[config.mk]
export PLATFORM = sky130hd
export DESIGN_NAME = fetch_stage_flat
export DESIGN_NICKNAME = d
export VERILOG_FILES = /design/src/rtl/fetch_stage_if.sv /design/src/rtl/fetch_stage.sv /design/src/flat_wrapper.sv
export SDC_FILE = /design/constraint.sdc
export NUM_CORES = 1
export LEC_CHECK = 0
export ABC_CLOCK_PERIOD_IN_PS = 2400
export BUFFER_PORTS_ARGS = -buffer_cell sky130_fd_sc_hd__buf_2
export CORE_ASPECT_RATIO = 0.8
export CORE_MARGIN = 8
export CORE_UTILIZATION = 45
export CTS_BUF_LIST = sky130_fd_sc_hd__clkbuf_8
export CTS_CLUSTER_DIAMETER = 200
export CTS_CLUSTER_SIZE = 30
export DETAILED_ROUTE_END_ITERATION = 16
export PLACE_DENSITY_LB_ADDON = 0.08
export SLEW_MARGIN = 20
export SYNTH_ARGS = -nofsm -noshare
export SYNTH_HDL_FRONTEND = slang
export SYNTH_SLANG_ARGS = --single-unit
[constraint.sdc]
create_clock -name clk -period 2.4 [get_ports clk]
set_input_delay 0.12 -clock clk [delete_from_list [all_inputs] [get_ports clk]]
set_output_delay 0.12 -clock clk [all_outputs]
set_load 0.005 [all_outputs]
[src/rtl/fetch_stage_if.sv]
// Fetch-stage bus bundle: instruction-memory request/response, redirect
// input from branch resolution, and the decode-slot handshake.
interface fetch_stage_if;
  logic        PCSrc_W;
  logic [31:0] PCBranch_W;
  logic        imem_req;
  logic [31:0] imem_addr;
  logic        imem_rvalid;
  logic [31:0] imem_rdata;
  logic        valid_D;
  logic        ready_D;
  logic [31:0] instr_D;
  logic [31:0] pc_D;
  logic [31:0] pc_plus4_D;

  // Fetch-stage side.
  modport master (
    input  PCSrc_W, PCBranch_W, imem_rvalid, imem_rdata, ready_D,
    output imem_req, imem_addr, valid_D, instr_D, pc_D, pc_plus4_D
  );

  // Environment side: memory, branch unit and decode.
  modport slave (
    output PCSrc_W, PCBranch_W, imem_rvalid, imem_rdata, ready_D,
    input  imem_req, imem_addr, valid_D, instr_D, pc_D, pc_plus4_D
  );
endinterface

[src/rtl/fetch_stage.sv]
// Instruction fetch stage: keeps the fetch PC, issues at most one memory
// request at a time, fills a single decode slot, and handles redirects by
// discarding any response that belongs to the abandoned path.
module fetch_stage #(
  parameter logic [31:0] RESET_PC = 32'h0000_0000
) (
  input  logic          clk,
  input  logic          rst_n,
  fetch_stage_if.master bus
);

  typedef enum logic [1:0] {
    IDLE  = 2'd0,  // free to issue a request
    WAIT  = 2'd1,  // one request outstanding, response wanted
    DRAIN = 2'd2   // one request outstanding, response to be discarded
  } state_t;

  state_t      r_state;
  logic [31:0] r_pc_f;
  logic        r_valid_d;
  logic [31:0] r_instr_d;
  logic [31:0] r_pc_d;
  logic [31:0] r_pc_plus4_d;

  logic        w_slot_free;
  logic        w_transfer;
  logic        w_issue;
  logic [31:0] w_redirect_pc;
  logic [31:0] w_pc_plus4;

  // The slot can take a new instruction if it is empty or emptying this edge.
  assign w_slot_free   = !r_valid_d || bus.ready_D;
  assign w_transfer    = r_valid_d && bus.ready_D;
  // Redirect targets are word aligned; the low two bits are discarded.
  assign w_redirect_pc = bus.PCBranch_W & ~32'h0000_0003;
  // Natural 32-bit wrap: 0xFFFF_FFFC + 4 = 0.
  assign w_pc_plus4    = r_pc_f + 32'd4;

  // Request strobe must react in the same cycle to a redirect, so it is
  // decoded from state rather than registered; gated by rst_n so nothing
  // is requested while reset is held.
  assign w_issue       = rst_n && (r_state == IDLE) && w_slot_free && !bus.PCSrc_W;

  assign bus.imem_req   = w_issue;
  assign bus.imem_addr  = r_pc_f;
  assign bus.valid_D    = r_valid_d;
  assign bus.instr_D    = r_instr_d;
  assign bus.pc_D       = r_pc_d;
  assign bus.pc_plus4_D = r_pc_plus4_d;

  // FSM, fetch PC and decode slot, updated together so a redirect can
  // override a transfer or a response load on the same edge.
  always_ff @(posedge clk or negedge rst_n) begin
    if (!rst_n) begin
      r_state      <= IDLE;
      r_pc_f       <= RESET_PC;
      r_valid_d    <= 1'b0;
      // NOTE: the slot payload is reset too, so decode never sees X even
      // though valid_D alone would make it don't-care.
      r_instr_d    <= '0;
      r_pc_d       <= '0;
      r_pc_plus4_d <= '0;
    end else begin
      // NOTE: non-blocking assignments let later branches override this
      // default drop of valid_D without ordering hazards.
      if (w_transfer) begin
        r_valid_d <= 1'b0;
      end

      case (r_state)
        IDLE: begin
          // Stray rvalid here belongs to nothing outstanding and is ignored.
          if (bus.PCSrc_W) begin
            r_pc_f    <= w_redirect_pc;
            r_valid_d <= 1'b0;
          end else if (w_slot_free) begin
            r_state <= WAIT;
          end
        end

        WAIT: begin
          if (bus.PCSrc_W) begin
            r_pc_f    <= w_redirect_pc;
            r_valid_d <= 1'b0;
            r_state   <= bus.imem_rvalid ? IDLE : DRAIN;
          end else if (bus.imem_rvalid) begin
            r_instr_d    <= bus.imem_rdata;
            r_pc_d       <= r_pc_f;
            r_pc_plus4_d <= w_pc_plus4;
            r_valid_d    <= 1'b1;
            r_pc_f       <= w_pc_plus4;
            r_state      <= IDLE;
          end
        end

        DRAIN: begin
          if (bus.PCSrc_W) begin
            r_pc_f    <= w_redirect_pc;
            r_valid_d <= 1'b0;
          end
          // The stale response is swallowed; the slot and pc_F stay put.
          if (bus.imem_rvalid) begin
            r_state <= IDLE;
          end
        end

        default: r_state <= IDLE;
      endcase
    end
  end

endmodule

[src/flat_wrapper.sv]
// flat-port wrapper written by rule: the top's interface ports become plain ports
module fetch_stage_flat 
#(
  parameter logic [31:0] RESET_PC = 32'h0000_0000
)
  (clk, rst_n, bus_PCSrc_W, bus_PCBranch_W, bus_imem_rvalid, bus_imem_rdata, bus_ready_D, bus_imem_req, bus_imem_addr, bus_valid_D, bus_instr_D, bus_pc_D, bus_pc_plus4_D);
  fetch_stage_if bus_i ();
  input  logic clk;
  input  logic rst_n;
  input wire logic [$bits(bus_i.PCSrc_W)-1:0] bus_PCSrc_W;
  input wire logic [$bits(bus_i.PCBranch_W)-1:0] bus_PCBranch_W;
  input wire logic [$bits(bus_i.imem_rvalid)-1:0] bus_imem_rvalid;
  input wire logic [$bits(bus_i.imem_rdata)-1:0] bus_imem_rdata;
  input wire logic [$bits(bus_i.ready_D)-1:0] bus_ready_D;
  output wire logic [$bits(bus_i.imem_req)-1:0] bus_imem_req;
  output wire logic [$bits(bus_i.imem_addr)-1:0] bus_imem_addr;
  output wire logic [$bits(bus_i.valid_D)-1:0] bus_valid_D;
  output wire logic [$bits(bus_i.instr_D)-1:0] bus_instr_D;
  output wire logic [$bits(bus_i.pc_D)-1:0] bus_pc_D;
  output wire logic [$bits(bus_i.pc_plus4_D)-1:0] bus_pc_plus4_D;
  assign bus_i.PCSrc_W = bus_PCSrc_W;
  assign bus_i.PCBranch_W = bus_PCBranch_W;
  assign bus_i.imem_rvalid = bus_imem_rvalid;
  assign bus_i.imem_rdata = bus_imem_rdata;
  assign bus_i.ready_D = bus_ready_D;
  assign bus_imem_req = bus_i.imem_req;
  assign bus_imem_addr = bus_i.imem_addr;
  assign bus_valid_D = bus_i.valid_D;
  assign bus_instr_D = bus_i.instr_D;
  assign bus_pc_D = bus_i.pc_D;
  assign bus_pc_plus4_D = bus_i.pc_plus4_D;
  fetch_stage #(.RESET_PC(RESET_PC)) u_core (.clk(clk), .rst_n(rst_n), .bus(bus_i));
endmodule
Word-level counts from Yosys, hierarchy flattened
Cells that the tools add are included.
{"block": "totals", "ff_bits": 131, "inputBits": 69, "out_inout_bits": 130, "elab_cells": 42}
{"block": "classes", "add_sub_neg": 1, "bitwise_logic": 1, "reduce_logical": 13, "eq_ne": 6, "mux": 15}
{"op": "$mux 32", "count": 3}
{"op": "$pmux 32 s2", "count": 1}
{"op": "$add 32x3->32 const B", "count": 1}
{"op": "$mux 2", "count": 5}
{"op": "$pmux 2 s3", "count": 1}
{"op": "$reduce_and 3->1", "count": 2}
{"op": "$logic_and 1x1->1", "count": 4}
{"op": "$mux 1", "count": 4}
{"op": "$ne 2x1->1 const B", "count": 2}
{"op": "$ne 3x3->1 const B", "count": 1}
{"op": "$eq 2x1->1 const B", "count": 1}
{"op": "$eq 2x2->1 const B", "count": 1}
{"op": "$logic_not 1->1", "count": 2}
{"op": "$logic_not 2->1", "count": 1}
{"op": "$ne 2x2->1 const B", "count": 1}
{"op": "$pmux 1 s2", "count": 1}
{"op": "$reduce_and 2->1", "count": 1}
{"op": "$reduce_bool 2->1", "count": 1}
{"op": "$reduce_or 2->1", "count": 1}
{"op": "$logic_or 1x1->1", "count": 1}
{"op": "$not 1->1", "count": 1}

Longest topological paths before layout
Gate-level depths: netlist (run 1).
{"block": "logic_depth", "depth_word": 5, "mapped_depth": 8, "ltp_nobuf": 5}

Worst setup path after synthesis (run 1)
No wires, ideal clock.
{"block": "synth_path", "path_kind": "flip-flop to flip-flop", "startpoint": "register u_core.r_pc_f[2], in the netlist u_core.bus.imem_addr[2]", "endpoint": "register u_core.r_pc_plus4_d[22], in the netlist u_core.bus.pc_plus4_D[22]", "setup_ns": 0.069, "slack_ns": 0.360, "t_arrival_ns": 1.971, "required_ns": 2.331, "synth_period_minus_slack_ns": 2.040, "n_path_buf": 1, "stages_incl_launch_ff": 7, "path_cell_list": "dfrtp_1 > ha_1 > nand3_1 > or4_4 > buf_6 > or4_4 > nand3_1"}
{"block": "synth_via", "elab_chain_len": 1}
{"item": "start, declared", "line": "fetch_stage.sv:19", "source": "logic [31:0] r_pc_f;"}
{"item": "start signal, assigned", "line": "fetch_stage.sv:74", "source": "r_pc_f <= w_redirect_pc;"}
{"item": "start signal, assigned", "line": "fetch_stage.sv:83", "source": "r_pc_f <= w_redirect_pc;"}
{"item": "start signal, assigned", "line": "fetch_stage.sv:91", "source": "r_pc_f <= w_pc_plus4;"}
{"item": "$add 32x3->32", "line": "fetch_stage.sv:37", "source": "assign w_pc_plus4 = r_pc_f + 32'd4;"}
{"item": "end signal, assigned", "line": "fetch_stage.sv:89", "source": "r_pc_plus4_d <= w_pc_plus4;"}
{"item": "end, declared", "line": "fetch_stage.sv:23", "source": "logic [31:0] r_pc_plus4_d;"}
No other way between the ends.
A chain may end at the register's enable or synchronous reset.

Final worst setup path (run 1)
{"block": "layout_path", "startpoint": "register u_core.r_pc_f[11], in the netlist u_core.bus.imem_addr[11]", "endpoint": "register u_core.r_pc_f[30], in the netlist u_core.bus.imem_addr[30]"}
{"block": "layout_via", "elab_chain_len": 4}
{"item": "$add 32x3->32", "line": "fetch_stage.sv:37"}
{"item": "$mux 32", "line": "fetch_stage.sv:86", "source": "end else if (bus.imem_rvalid) begin"}
{"item": "$mux 32", "line": "fetch_stage.sv:82", "source": "if (bus.PCSrc_W) begin"}
{"item": "$pmux 32 s2", "line": "fetch_stage.sv:70", "source": "case (r_state)"}
No other way between the ends. The select of a mux whose other input is x is not followed.

==> flow_summary.toml, run 1 <==
[sta]
setup_viol = 0
rsz0062_at_grt = "false"
max_freq_mhz = 442
finalHoldViolations = 0
finalCritPeriodShare = 0.943
tns_ns = 0
worstMarginPinSlew_ns = 0.669
whs_ns = 0.0276
finClkSkew_ns = 0.0138
max_slew_margin = 0.554
drv_slew = 0
min_period_ns = 2.26

[clock_network]
cts.sinks = 125
insertion_delay_ns = 0.43
cts_resized = 0
cts_root_buf = "clkbuf_8"
ctsHtreeMaxLevel = 4
cts_buffers = 17
cts_tree = "done"
cts_buffer_depth = 2
clkTransAtPathRegs_ns = 0.08

[yosys]
syn_avg_cell_area_um2 = 8.91
synth_largest_area_cell = "dfrtp_1"
yosysWarnings = 0
synth_top_flop_cell = "dfrtp_1"
synth_top_area_share = 0.531
ys_types = 54
synth_cells = 661
yosys-top-cells-area = "dfrtp_1, nand2_1, nand3_1, o21ai_0, clkbuf_1"
netlist_area_um2 = 5890
ys_seq_elements = 125
synth-edff-count = 0
ys_seq_area_frac = 0.531
async_reset_ff_frac = 1.00

[setup_path]
crit_family = "simple AND/OR/NAND/NOR gates"
worstPathCellList = "nand4_2 > or4_4 > or4b_1 > o211ai_1"
cp.arrival_ns = 2.60
slowest_stage = "or4_4"
cp.required_ns = 2.74
slowest_delay_ns = 0.71
crit_path_end_kind = "register"
reg2reg_slack_ns = 0.14
critical_path_class = "register to register"
path_buf_inv = 0
crit_fanout = 21
startpoint_type = "register"

[final_layout]
drive_above_1_share = 0.288
n_antenna_cell = 0
stdcell_area_um2 = 8030
area_growth_pct = 36.3
layout.nets = 970

[power]
ir_worst_vdd_v = 0.000425
p_per_area_nw_per_um2 = 821
p_leak_uw = 0.00408

[floorplanning]
core_area_um2 = 12800
start_util = 0.459
fp.dieW_um = 144
fp.dieArea_um2 = 17000
rows = 37
die_h_um = 118
io_pins = 199

[global_route]
grt_start_max_net_pins = 65
grt_use_total = 0.225
antenna_found_initial = 0
overflow = 0
first_global_vias = 5705
grt_first_pass_wirelength_um = 30500

[hold_path]
min-delay-path-class = "primary input to register"

[place]
gp_congestion = 0.857
dp_hpwl_um = 13300
port_buffers = 190
post_dp_cell_area_um2 = 7090

[routing]
vias_per_cell = 5.34
firstDrtPassIters = 5
detail_route.wl_per_cell_um = 17.6
num_vias = 5814
ant_nets = 0
routed_wl_um = 19200
route.detailed.drc = 0
drt-initial-drc-count = 422

[run]
drv_cap = 0

[outcome]
status = "complete, no violations"
[kinds of logic (layout without fill, tap and decap cells)]
family | count (synthesis) | count (layout) | share of synthesized area
AO/OA/AOI/OAI | 108 | 108 | 0.124
XOR/XNOR | 15 | 15 | 0.0223
adder cells (fa/ha/maj) | 1 | 1 | 0.00212
buffers and inverters | 63 | 310 | 0.0489
flip-flops | 125 | 125 | 0.531
other | 1 | 6 | 0.000637
AND/OR/NAND/NOR | 348 | 348 | 0.271
[timing repair]
action	in CTS	in global routing
hold buffers	54	0
hold endpoints to repair	101	0
endpoints found under the setup margin	0	0
buffers inserted	0	0
[tightest hold or removal path, stage by stage]
cell	delay (ns)
buf_2	0.08
o22ai_1	0.08
a2bb2oi_1	0.14
[flip-flops by register name, summed over array words and instances, names as in the netlist]
name,count
u_core.bus.instr_D,32
u_core.bus.imem_addr,30
u_core.bus.pc_D,30
u_core.bus.pc_plus4_D,30
u_core.r_state,2
u_core.bus.valid_D,1
[power by group]
group | internal, uW | switching, uW | leakage, uW | total, uW
Sequential | 2640 | 388 | 0.00155 | 3030
Clock | 997 | 800 | 0.000215 | 1800
Combinational | 834 | 924 | 0.00232 | 1760
Total | 4470 | 2110 | 0.00408 | 6580
[layer usage]
| layer | up-vias | share of wire | track usage |
|---|---|---|---|
| met4 | 0 | 0.016 | 0.0702 |
| met2 | 244 | 0.46 | 0.346 |
| li1 | 2741 | - | - |
| met5 | - | 0 | 0 |
| met3 | 21 | 0.090 | 0.0579 |
| met1 | 2808 | 0.44 | 0.305 |
[synth_stat cells (all sizes together), types with 7 or more instances]
master,number
a21oi,12
a22oi,10
a32oi,7
buf,24
clkbuf,36
dfrtp,125
nand2,236
nand3,34
nand4,13
nor2,14
o211ai,12
o21ai,29
o21bai,7
or4,13
xnor2,9
[path summary, 6_finish.rpt]
kind                            depth (start not counted)                       end                      from
worst max-delay path                                    4  u_core.bus.imem_addr[30]  u_core.bus.imem_addr[11]
worst min-delay path                                    3  u_core.bus.imem_addr[11]        bus_PCBranch_W[11]
worst max register to register                          4  u_core.bus.imem_addr[30]  u_core.bus.imem_addr[11]
worst min register to register                          2    u_core.bus.instr_D[12]    u_core.bus.instr_D[12]
max in group asynchronous                               3       u_core.bus.pc_D[27]                     rst_n
min in group asynchronous                               2        u_core.bus.pc_D[9]                     rst_n
[area by class of cell]
cell class                      count  area, um2
Tap cell                          175        219
Clock buffer                       24        330
Timing Repair Buffer              275       1740
Clock inverter                      8       63.8
Multi-Input combinational cell    478       2530
Inverter                            3       11.3
Fill cell                        1148       4800
Sequential cell                   125       3130
[stage by stage]
| step | std cells | setup WS [ns] | utilization | power [uW] |
|---|---|---|---|---|
| final | 1088 | 0.137 | 0.626 | 6580 |
| after global routing | 1088 | 0.0365 | 0.626 | 6980 |
| after floorplan | 666 | 0.360 | - | 3780 |
| after detailed placement | 1002 | 0.190 | 0.553 | 4760 |
| after global placement | 1002 | 0.256 | 0.553 | 4700 |
| after CTS | 1088 | 0.158 | 0.626 | 6650 |
[layout by cell type (no fill, tap or decap), types with 10 or more instances in the layout]
| master | instances |
|---|---|
| nand2_1 | 236 |
| buf_2 | 189 |
| dfrtp_1 | 125 |
| dlygate4sd3_1 | 54 |
| nand3_1 | 34 |
| buf_4 | 30 |
| o21ai_0 | 28 |
| clkbuf_8 | 24 |
| nor2_1 | 14 |
| o211ai_1 | 12 |
| a21oi_1 | 12 |
| a22oi_1 | 10 |
(Power assumes the default switching activity.)
==> run 2, diff against run 1 <==
--- a/config.mk
+++ b/config.mk
@@ -7,9 +7,11 @@
 export LEC_CHECK = 0
 export ABC_CLOCK_PERIOD_IN_PS = 2400
 export BUFFER_PORTS_ARGS = -buffer_cell sky130_fd_sc_hd__buf_2
+export CELL_PAD_IN_SITES_DETAIL_PLACEMENT = 2
+export CELL_PAD_IN_SITES_GLOBAL_PLACEMENT = 2
 export CORE_ASPECT_RATIO = 0.8
 export CORE_MARGIN = 8
-export CORE_UTILIZATION = 45
+export CORE_UTILIZATION = 30
 export CTS_BUF_LIST = sky130_fd_sc_hd__clkbuf_8
 export CTS_CLUSTER_DIAMETER = 200
 export CTS_CLUSTER_SIZE = 30
==> run 2 against run 1 <==
- clock power is 27% higher
- critical path type unchanged
- largest power group unchanged
- utilization fell by 20 points
- global-route usage is 2.9 points lower
- critical path depth did not move
==> flow_summary.toml, run 2 (synthesis gave the netlist of run 1 again) <==
[global_route]
overflow = 0
grt_use_total = 0.196
first_global_vias = 6547
antenna_found_initial = 0
grt_start_max_net_pins = 76
grt_first_pass_wirelength_um = 38100

[clock_network]
cts_tree = "done"
clkTransAtPathRegs_ns = 0.08
postCtsSetupBuffers = 0
cts_resized = 0
hold_buffers = 55
cts_root_buf = "clkbuf_8"
cts_buffers = 17
insertion_delay_ns = 0.45
cts.sinks = 125
ctsHtreeMaxLevel = 4
cts_buffer_depth = 2

[setup_path]
slowest_delay_ns = 0.79
crit_family = "simple AND/OR/NAND/NOR gates"
cp.arrival_ns = 2.65
ff2ff_path_depth = 4
critical_path_class = "register to register"
startpoint = "u_core.bus.imem_addr[12]"
crit_path_end_kind = "register"
startpoint_type = "register"
reg2reg_to = "u_core.bus.pc_plus4_D[25]"
reg2reg_slack_ns = 0.13
cp.required_ns = 2.79
path_buf_inv = 0
slowest_stage = "or4_1"
worstPathCellList = "nand4_2 > or4_1 > or4_1 > nand3_1"
cpMostUsedCell = "or4_1"
r2r-start = "u_core.bus.imem_addr[12]"
crit_fanout = 9

[outcome]
status = "complete, no violations"

[place]
gp_congestion = 0.791
dp_hpwl_um = 16500
post_dp_cell_area_um2 = 7220
port_buffers = 190

[final_layout]
layout.nets = 970
n_antenna_cell = 0
largest_register_ffs = 32
area_growth_pct = 40.2
final_common_cell = "nand2_1"
drive_above_1_share = 0.290
stdcell_area_um2 = 8260
layout_common_cells = "nand2_1, buf_2, dfrtp_1, dlygate4sd3_1, nand3_1"

[sta]
finalCritPeriodShare = 0.944
max_slew_margin = 0.551
setup_viol = 0
drv_slew = 0
finClkSkew_ns = 0.0157
worstMarginPinSlew_ns = 0.673
whs_ns = 0.0244
tns_ns = 0
rsz0062_at_grt = "false"
max_freq_mhz = 441
finalHoldViolations = 0
min_period_ns = 2.27

[routing]
vias_per_cell = 4.96
ant_nets = 0
route.detailed.drc = 0
firstDrtPassIters = 5
routed_wl_um = 23700
drt-initial-drc-count = 239
num_vias = 5836
detail_route.wl_per_cell_um = 20.2

[run]
drv_cap = 0

[floorplanning]
core_area_um2 = 19500
fp.dieArea_um2 = 24400
rows = 46
fp.dieW_um = 173
start_util = 0.302
die_h_um = 141
io_pins = 199

[hold_path]
min_delay_path_depth = 4
min_to = "u_core.bus.imem_addr[17]"
min-delay-path-class = "primary input to register"
holdCritStartpoint = "bus_PCBranch_W[17]"

[power]
p_per_area_nw_per_um2 = 871
ir_worst_vdd_v = 0.000304
p_leak_uw = 0.00412
p_total_uw = 7190
-- run 2: cell count changes in the layout (fill, tap and decap cells not counted) --
cell | previous run | this run
inv_1 | 6 | 3
buf_4 | 30 | 27
clkinv_2 | 3 | 2
buf_12 | 1 | 3
clkinvlp_4 | 1 | 3
bufinv_16 | 1 | 5
clkbuf_8 | 24 | 22
dlygate4sd3_1 | 54 | 55
-- run 2: power by group --
part / total, uW / switching, uW / internal, uW
registers: 3060 / 416 / 2640
clock network: 2290 / 918 / 1370
logic: 1840 / 998 / 841
-- run 2: per-layer routing --
| metal | up-vias | GRT usage | routed length [um] |
|---|---|---|---|
| li1 | 2731 | - | - |
| met1 | 2949 | 0.248 | 10600 |
| met2 | 133 | 0.332 | 11800 |
| met3 | 23 | 0.0430 | 1000 |
| met4 | 0 | 0.0620 | 324 |
| met5 | - | 0 | 0 |
-- run 2: how the worst max path moves through the flow --
stage,to,slack [ns],cells past startpoint
floorplan,u_core.bus.pc_plus4_D[22],0.36,6
global placement,u_core.bus.pc_plus4_D[25],0.24,4
detailed placement,u_core.bus.pc_plus4_D[25],0.18,4
CTS,u_core.bus.imem_addr[30],0.16,4
global route,u_core.bus.pc_plus4_D[19],0.04,4
finish,u_core.bus.pc_plus4_D[25],0.13,4
-- run 2: layout make-up --
cell class	instances	area [um2]
fill	2188	11300
timing repair buffer	275	1770
clock inverter	10	183
inverter	3	11.3
clock buffer	22	303
multi-input combinational	478	2530
sequential	125	3130
tap	264	330
-- run 2: per-stage QoR --
| step | setup slack [ns] | utilization | instances |
|---|---|---|---|
| after global placement | 0.235 | 0.370 | 1090 |
| after detailed placement | 0.184 | 0.370 | 1090 |
| after floorplan | 0.360 | - | 666 |
| after global routing | 0.0379 | 0.423 | 1177 |
| final | 0.134 | 0.423 | 1177 |
| after CTS | 0.156 | 0.423 | 1177 |
-- run 2: worst reg2reg max path: cells and delay by family, from the launching register on --
| family | cells | cell delay, ns |
|---|---|---|
| and+or+nand+nor | 4 | 1.69 |
| DFF | 1 | 0.52 |
